===== config.mk =====
export PLATFORM = sky130hd
export DESIGN_NAME = dmem_mmio_unit
export DESIGN_NICKNAME = d
export VERILOG_FILES = /design/src/rtl/dmem_mmio_pkg.sv /design/src/rtl/dmem_tx_fifo.sv /design/src/rtl/dmem_mmio_unit.sv
export SDC_FILE = /design/constraint.sdc
export NUM_CORES = 2
export LEC_CHECK = 0
export BUFFER_PORTS_ARGS = -buffer_cell sky130_fd_sc_hd__buf_2
export CAP_MARGIN = 20
export CORE_MARGIN = 4
export CORE_UTILIZATION = 60
export CTS_BUF_LIST = sky130_fd_sc_hd__clkbuf_2 sky130_fd_sc_hd__clkbuf_4 sky130_fd_sc_hd__clkbuf_8
export DETAILED_ROUTE_END_ITERATION = 16
export PLACE_DENSITY_LB_ADDON = 0.1
export SLEW_MARGIN = 25
export SYNTH_ARGS = -nofsm -noshare
export SYNTH_HDL_FRONTEND = slang
export SYNTH_SLANG_ARGS = --single-unit

===== constraint.sdc =====
create_clock -name CLK -period 4.8 [get_ports CLK]
set_clock_uncertainty 0.05 [all_clocks]
set_input_delay 0.96 -clock CLK [delete_from_list [all_inputs] [get_ports CLK]]
set_output_delay 0.96 -clock CLK [all_outputs]
set_load 0.02 [all_outputs]

===== src/rtl/dmem_mmio_pkg.sv =====
// Shared definitions for the data-memory / MMIO stage: window width, register offsets, STATUS bits.
package dmem_mmio_pkg;

  localparam int MMIO_WIN_BITS = 8;

  localparam logic [7:0] OFF_TXDATA = 8'h00;
  localparam logic [7:0] OFF_STATUS = 8'h04;
  localparam logic [7:0] OFF_CYCLES = 8'h08;

  localparam int ST_FULL      = 0;
  localparam int ST_EMPTY     = 1;
  localparam int ST_OVF       = 2;
  localparam int ST_COUNT_LSB = 8;

endpackage


===== src/rtl/dmem_tx_fifo.sv =====
// Byte TX FIFO: circular buffer with read/write pointers and an occupancy count.
module dmem_tx_fifo #(
  parameter int DEPTH = 4,
  localparam int AW = $clog2(DEPTH),
  localparam int CW = $clog2(DEPTH) + 1
) (
  input  logic          CLK,
  input  logic          RESET,
  input  logic          push,
  input  logic [7:0]    push_data,
  input  logic          pop,
  output logic [7:0]    head,
  output logic          full,
  output logic          empty,
  output logic [CW-1:0] count
);

  logic [7:0]    mem [DEPTH];
  logic [AW-1:0] wr_ptr;
  logic [AW-1:0] rd_ptr;
  logic          push_ok;
  logic          pop_ok;

  // Full/empty come from pre-edge state, so a push into a full FIFO drops even with a concurrent pop.
  assign full    = (count == CW'(DEPTH));
  assign empty   = (count == '0);
  assign push_ok = push & ~full;
  assign pop_ok  = pop & ~empty;
  assign head    = mem[rd_ptr];

  always_ff @(posedge CLK) begin
    if (push_ok) mem[wr_ptr] <= push_data;
  end

  always_ff @(posedge CLK) begin
    if (RESET) begin
      wr_ptr <= '0;
      rd_ptr <= '0;
      count  <= '0;
    end else begin
      if (push_ok) wr_ptr <= wr_ptr + AW'(1);
      if (pop_ok)  rd_ptr <= rd_ptr + AW'(1);
      case ({push_ok, pop_ok})
        2'b10:   count <= count + CW'(1);
        2'b01:   count <= count - CW'(1);
        default: count <= count;
      endcase
    end
  end

endmodule


===== src/rtl/dmem_mmio_unit.sv =====
// Data-memory stage: word RAM, MMIO window (TX FIFO, STATUS, CYCLES) and sticky store-address error.
// Optional cycle counter at offset 0x08 is built only when DMEM_CYCLE_COUNTER_EN is defined.
module dmem_mmio_unit
  import dmem_mmio_pkg::*;
#(
  parameter int          DEPTH_WORDS = 64,
  parameter int          FIFO_DEPTH  = 4,
  parameter logic [31:0] MMIO_BASE   = 32'hFFFF_FF00
) (
  input  logic        CLK,
  input  logic        RESET,
  input  logic        WEmem,
  input  logic [31:0] Adres_mem,
  input  logic [31:0] WriteData,
  output logic [31:0] ReadData,
  output logic [7:0]  tx_data,
  output logic        tx_valid,
  input  logic        tx_ready,
  output logic        addr_err
);

  localparam int RAM_AW = $clog2(DEPTH_WORDS);
  localparam int CW     = $clog2(FIFO_DEPTH) + 1;

  logic [31:0]       ram [DEPTH_WORDS];
  logic              mmio_hit;
  logic              ram_hit;
  logic [7:0]        offset;
  logic [RAM_AW-1:0] ram_idx;
  logic              tx_push;
  logic              ovf_clr;
  logic              fifo_full;
  logic              fifo_empty;
  logic [CW-1:0]     fifo_count;
  logic              overflow;
  logic [31:0]       status_word;
  logic [31:0]       cycle_val;

  assign mmio_hit = (Adres_mem[31:MMIO_WIN_BITS] == MMIO_BASE[31:MMIO_WIN_BITS]);
  assign ram_hit  = ~mmio_hit & (Adres_mem < 32'(DEPTH_WORDS * 4));
  assign offset   = {Adres_mem[7:2], 2'b00};
  assign ram_idx  = Adres_mem[RAM_AW+1:2];

  assign tx_push  = WEmem & mmio_hit & (offset == OFF_TXDATA);
  assign ovf_clr  = WEmem & mmio_hit & (offset == OFF_STATUS) & WriteData[ST_OVF];
  assign tx_valid = ~fifo_empty;

  dmem_tx_fifo #(.DEPTH(FIFO_DEPTH)) u_tx_fifo (
    .CLK       (CLK),
    .RESET     (RESET),
    .push      (tx_push),
    .push_data (WriteData[7:0]),
    .pop       (tx_ready),
    .head      (tx_data),
    .full      (fifo_full),
    .empty     (fifo_empty),
    .count     (fifo_count)
  );

  // RAM has no reset; contents survive RESET.
  always_ff @(posedge CLK) begin
    if (WEmem & ram_hit) ram[ram_idx] <= WriteData;
  end

  // A dropped push and a clear on the same edge leave overflow set.
  always_ff @(posedge CLK) begin
    if (RESET)                       overflow <= 1'b0;
    else if (tx_push & fifo_full)    overflow <= 1'b1;
    else if (ovf_clr)                overflow <= 1'b0;
  end

  always_ff @(posedge CLK) begin
    if (RESET)                            addr_err <= 1'b0;
    else if (WEmem & ~ram_hit & ~mmio_hit) addr_err <= 1'b1;
  end

`ifdef DMEM_CYCLE_COUNTER_EN
  logic [31:0] cycles;

  always_ff @(posedge CLK) begin
    if (RESET) cycles <= '0;
    else       cycles <= cycles + 32'd1;
  end

  assign cycle_val = cycles;
`else
  assign cycle_val = '0;
`endif

  always_comb begin
    status_word                           = '0;
    status_word[ST_FULL]                  = fifo_full;
    status_word[ST_EMPTY]                 = fifo_empty;
    status_word[ST_OVF]                   = overflow;
    status_word[ST_COUNT_LSB+7:ST_COUNT_LSB] = 8'(fifo_count);
  end

  always_comb begin
    ReadData = '0;
    if (mmio_hit) begin
      case (offset)
        OFF_STATUS: ReadData = status_word;
        OFF_CYCLES: ReadData = cycle_val;
        default:    ReadData = '0;
      endcase
    end else if (ram_hit) begin
      ReadData = ram[ram_idx];
    end
  end

endmodule


==> flow_summary.json <==
{
  "status": "finished clean",
  "numCtsBuffers": 338,
  "critPathCaptureType": "primary output",
  "setup_viol": 0,
  "ir_drop_mv": 0.312,
  "hold_viol": 0,
  "dp.cells": 5447,
  "min_period_over_period_pct": 98.9,
  "synth_seq_cells": 2091,
  "yosys_warnings": 0,
  "synth_edf_count": 2080,
  "p_seq_share_pct": 55.4,
  "fmax_mhz": 211,
  "setup_ws_ns": 0.0516,
  "nNetsFinal": 4093,
  "clockPowerShare_pct": 39.7,
  "synth_seq_area_share_pct": 77.8,
  "drive_gt1_share_pct": 37.1,
  "core_sq_um": 133000,
  "grt_max_degree": 69,
  "drt-initial-drc-count": 5326,
  "dp_worst_setup_slack_ns": -0.0818,
  "grt_antenna_before_repair": 9,
  "totalWireLength_um": 203000,
  "placed_cell_area_sq_um": 85700,
  "row_count": 134,
  "async_reset_ff_share_pct": 0,
  "critPathMaxFanout": 61,
  "syn_nets": 3518,
  "tightestPinTransition_ns": 0.985,
  "cts_sinks": 2091,
  "path_clk_slew_ns": 0.06,
  "dieArea_sq_um": 140000,
  "portBuffers": 107,
  "fin_tns_setup_ns": 0,
  "vias_per_cell": 6.62,
  "maxCapViolations": 0,
  "period_minus_slack_ns": 4.75,
  "syn_area_sq_um": 80600,
  "post_cts_buffers": 0,
  "tritoncts": "built",
  "relSlewSlack_pct": 34.3,
  "p_comb_share_pct": 4.8,
  "ios": 110,
  "area_growth_syn_to_layout_pct": 14.2,
  "dp_hpwl_um": 121000,
  "stdcell_area_sq_um": 92000,
  "gp_congestion": 0.868,
  "leakagePower_nw": 29.6,
  "fillers": 8226,
  "avgRoutedWirePerCell_um": 33.7,
  "h-tree-depth": 5,
  "crit_arrival_ns": 3.74,
  "worst_setup_path_start_kind": "input pin",
  "clk_latency_ns": 1.00,
  "power_switching_share_pct": 21.2,
  "grt_overflow": 0,
  "die_height_um": 374,
  "grt_pass1_wl_um": 291000,
  "required_ns": 3.79,
  "syn_inst": 3444,
  "cts_max_path_buffers": 4,
  "firstDrtPassIters": 6,
  "p_switching_mw": 7.67,
  "min_path_type": "in -> reg",
  "die_w_um": 374,
  "worstSetupPathType": "in -> out",
  "drc": 0,
  "stdcell_count": 6027,
  "p_int_mw": 28.5,
  "drtAntennaViolNets": 0,
  "ctsHoldBuffers": 0,
  "rsz0062_at_grt": "no",
  "power.density_nw_per_um2": 394,
  "synth_top_area_cell": "edfxtp_1",
  "start_util_pct": 60.4,
  "synth-main-ff-cell": "edfxtp_1",
  "synthTopCellsByCount": "edfxtp_1, mux4_2, mux2i_1",
  "totalPowerFinal_mw": 36.2,
  "synth_area_leaders": "edfxtp_1, mux4_2, mux2i_1",
  "grt_pass1_vias": 41045,
  "postSynthAreaPerCell_sq_um": 23.4,
  "maxSlewViolCount": 0,
  "vias": 39875,
  "root_buffer": "clkbuf_8",
  "synth.distinct_cells": 55,
  "grt_usage_pct": 29.3,
  "yosysTopAreaCellShare_pct": 77.5,
  "yosysMostFrequentCell": "edfxtp_1"
}
-- metal layers --
metal | GRT usage (%) | share of wire (%) | vias up
li1 | - | - | 15972
met1 | 42.3 | 38 | 21214
met2 | 45.3 | 48 | 2275
met3 | 5.85 | 9.7 | 408
met4 | 11.4 | 4.0 | 6
met5 | 0 | 0.019 | -
-- registers in the layout, summed over array words and instances (netlist names), named ones only --
| signal | cells |
|---|---|
| u_tx_fifo.count | 3 |
| u_tx_fifo.mem | 32 |
| addr_err | 1 |
| ram | 2048 |
| u_tx_fifo.wr_ptr | 2 |
| u_tx_fifo.rd_ptr | 2 |
| overflow | 1 |
-- cell families after synthesis --
kind of cell	Yosys count	share of synthesized area, %
flip-flops	2091	77.8
multiplexers	765	17.8
AND/OR/NAND/NOR	206	1.18
buffers and inverters	196	1.55
AO/OA/AOI/OAI	176	1.57
adder cells (fa/ha/maj)	6	0.103
XOR/XNOR	4	0.0435
-- path summary, 6_finish.rpt --
kind                                                 startpoint                              end  slack (ns)  cells past startpoint
worst min register to register            addr_err$_SDFFE_PP0P_            addr_err$_SDFFE_PP0P_        0.47                      2
worst max register to register  u_tx_fifo.count[2]$_SDFFE_PP0P_  u_tx_fifo.count[2]$_SDFFE_PP0P_        2.26                      9
worst min-delay path                              WriteData[11]            ram[14][11]$_DFFE_PP_        0.11                      1
worst max-delay path                               Adres_mem[3]                     ReadData[30]        0.05                      9
-- metrics by stage --
| stage | utilization (%) | hold slack [ns] |
|---|---|---|
| 2_1_floorplan | - | 0.434 |
| 3_3_place_gp | 64.2 | 0.406 |
| 4_1_cts | 68.9 | 0.0188 |
| 5_1_grt | 68.9 | 0.0466 |
| 3_5_place_dp | 64.2 | 0.436 |
| 6_report | 68.9 | 0.113 |
-- layout by cell type, fill, tap and decap left out, types with 38 or more instances in the layout --
master	count
edfxtp_1	2080
mux4_2	525
clkbuf_8	350
buf_4	268
mux2i_1	177
clkbuf_4	94
buf_2	91
clkinv_1	82
nor2_4	64
mux2_2	63
buf_12	55
a22oi_1	47
clkinv_2	40
o22ai_1	38
-- power groups by stage --
stage | registers [mW] | clock network (mW) | logic, mW
finish | 20.1 | 14.4 | 1.74
global route | 20.1 | 15.6 | 1.83
CTS | 20.1 | 14.6 | 1.74
detailed placement | 20.5 | 0 | 1.74
global placement | 20.5 | 0 | 1.69
floorplan | 20.5 | 0 | 0.924
-- critical path, cell delays in order --
cell       delay, ns
buf_8           0.50
buf_4           0.44
mux4_2          0.38
mux4_2          0.53
o22ai_1         0.19
buf_4           0.20
a2111oi_2       0.07
buf_4           0.18
buf_2           0.16
-- area by class of cell --
cell class | count | area [sq um] | share of cell area [%]
Sequential cell | 2091 | 62700 | 68.1
Multi-Input combinational cell | 1157 | 17100 | 18.6
Clock buffer | 444 | 5520 | 6.00
Timing Repair Buffer | 419 | 3680 | 4.00
Tap cell | 1768 | 2210 | 2.40
Clock inverter | 131 | 716 | 0.778
Inverter | 12 | 45.0 | 0.0490
Antenna cell | 5 | 12.5 | 0.0136
-- timing repair --
action | 4_1_cts | 5_1_grt
gates cloned | 0 | 0
gates resized for setup | 1 | 2
setup endpoints to repair | 2 | 2
pin swaps | 0 | 0
Power figures use the tool's default switching activity.
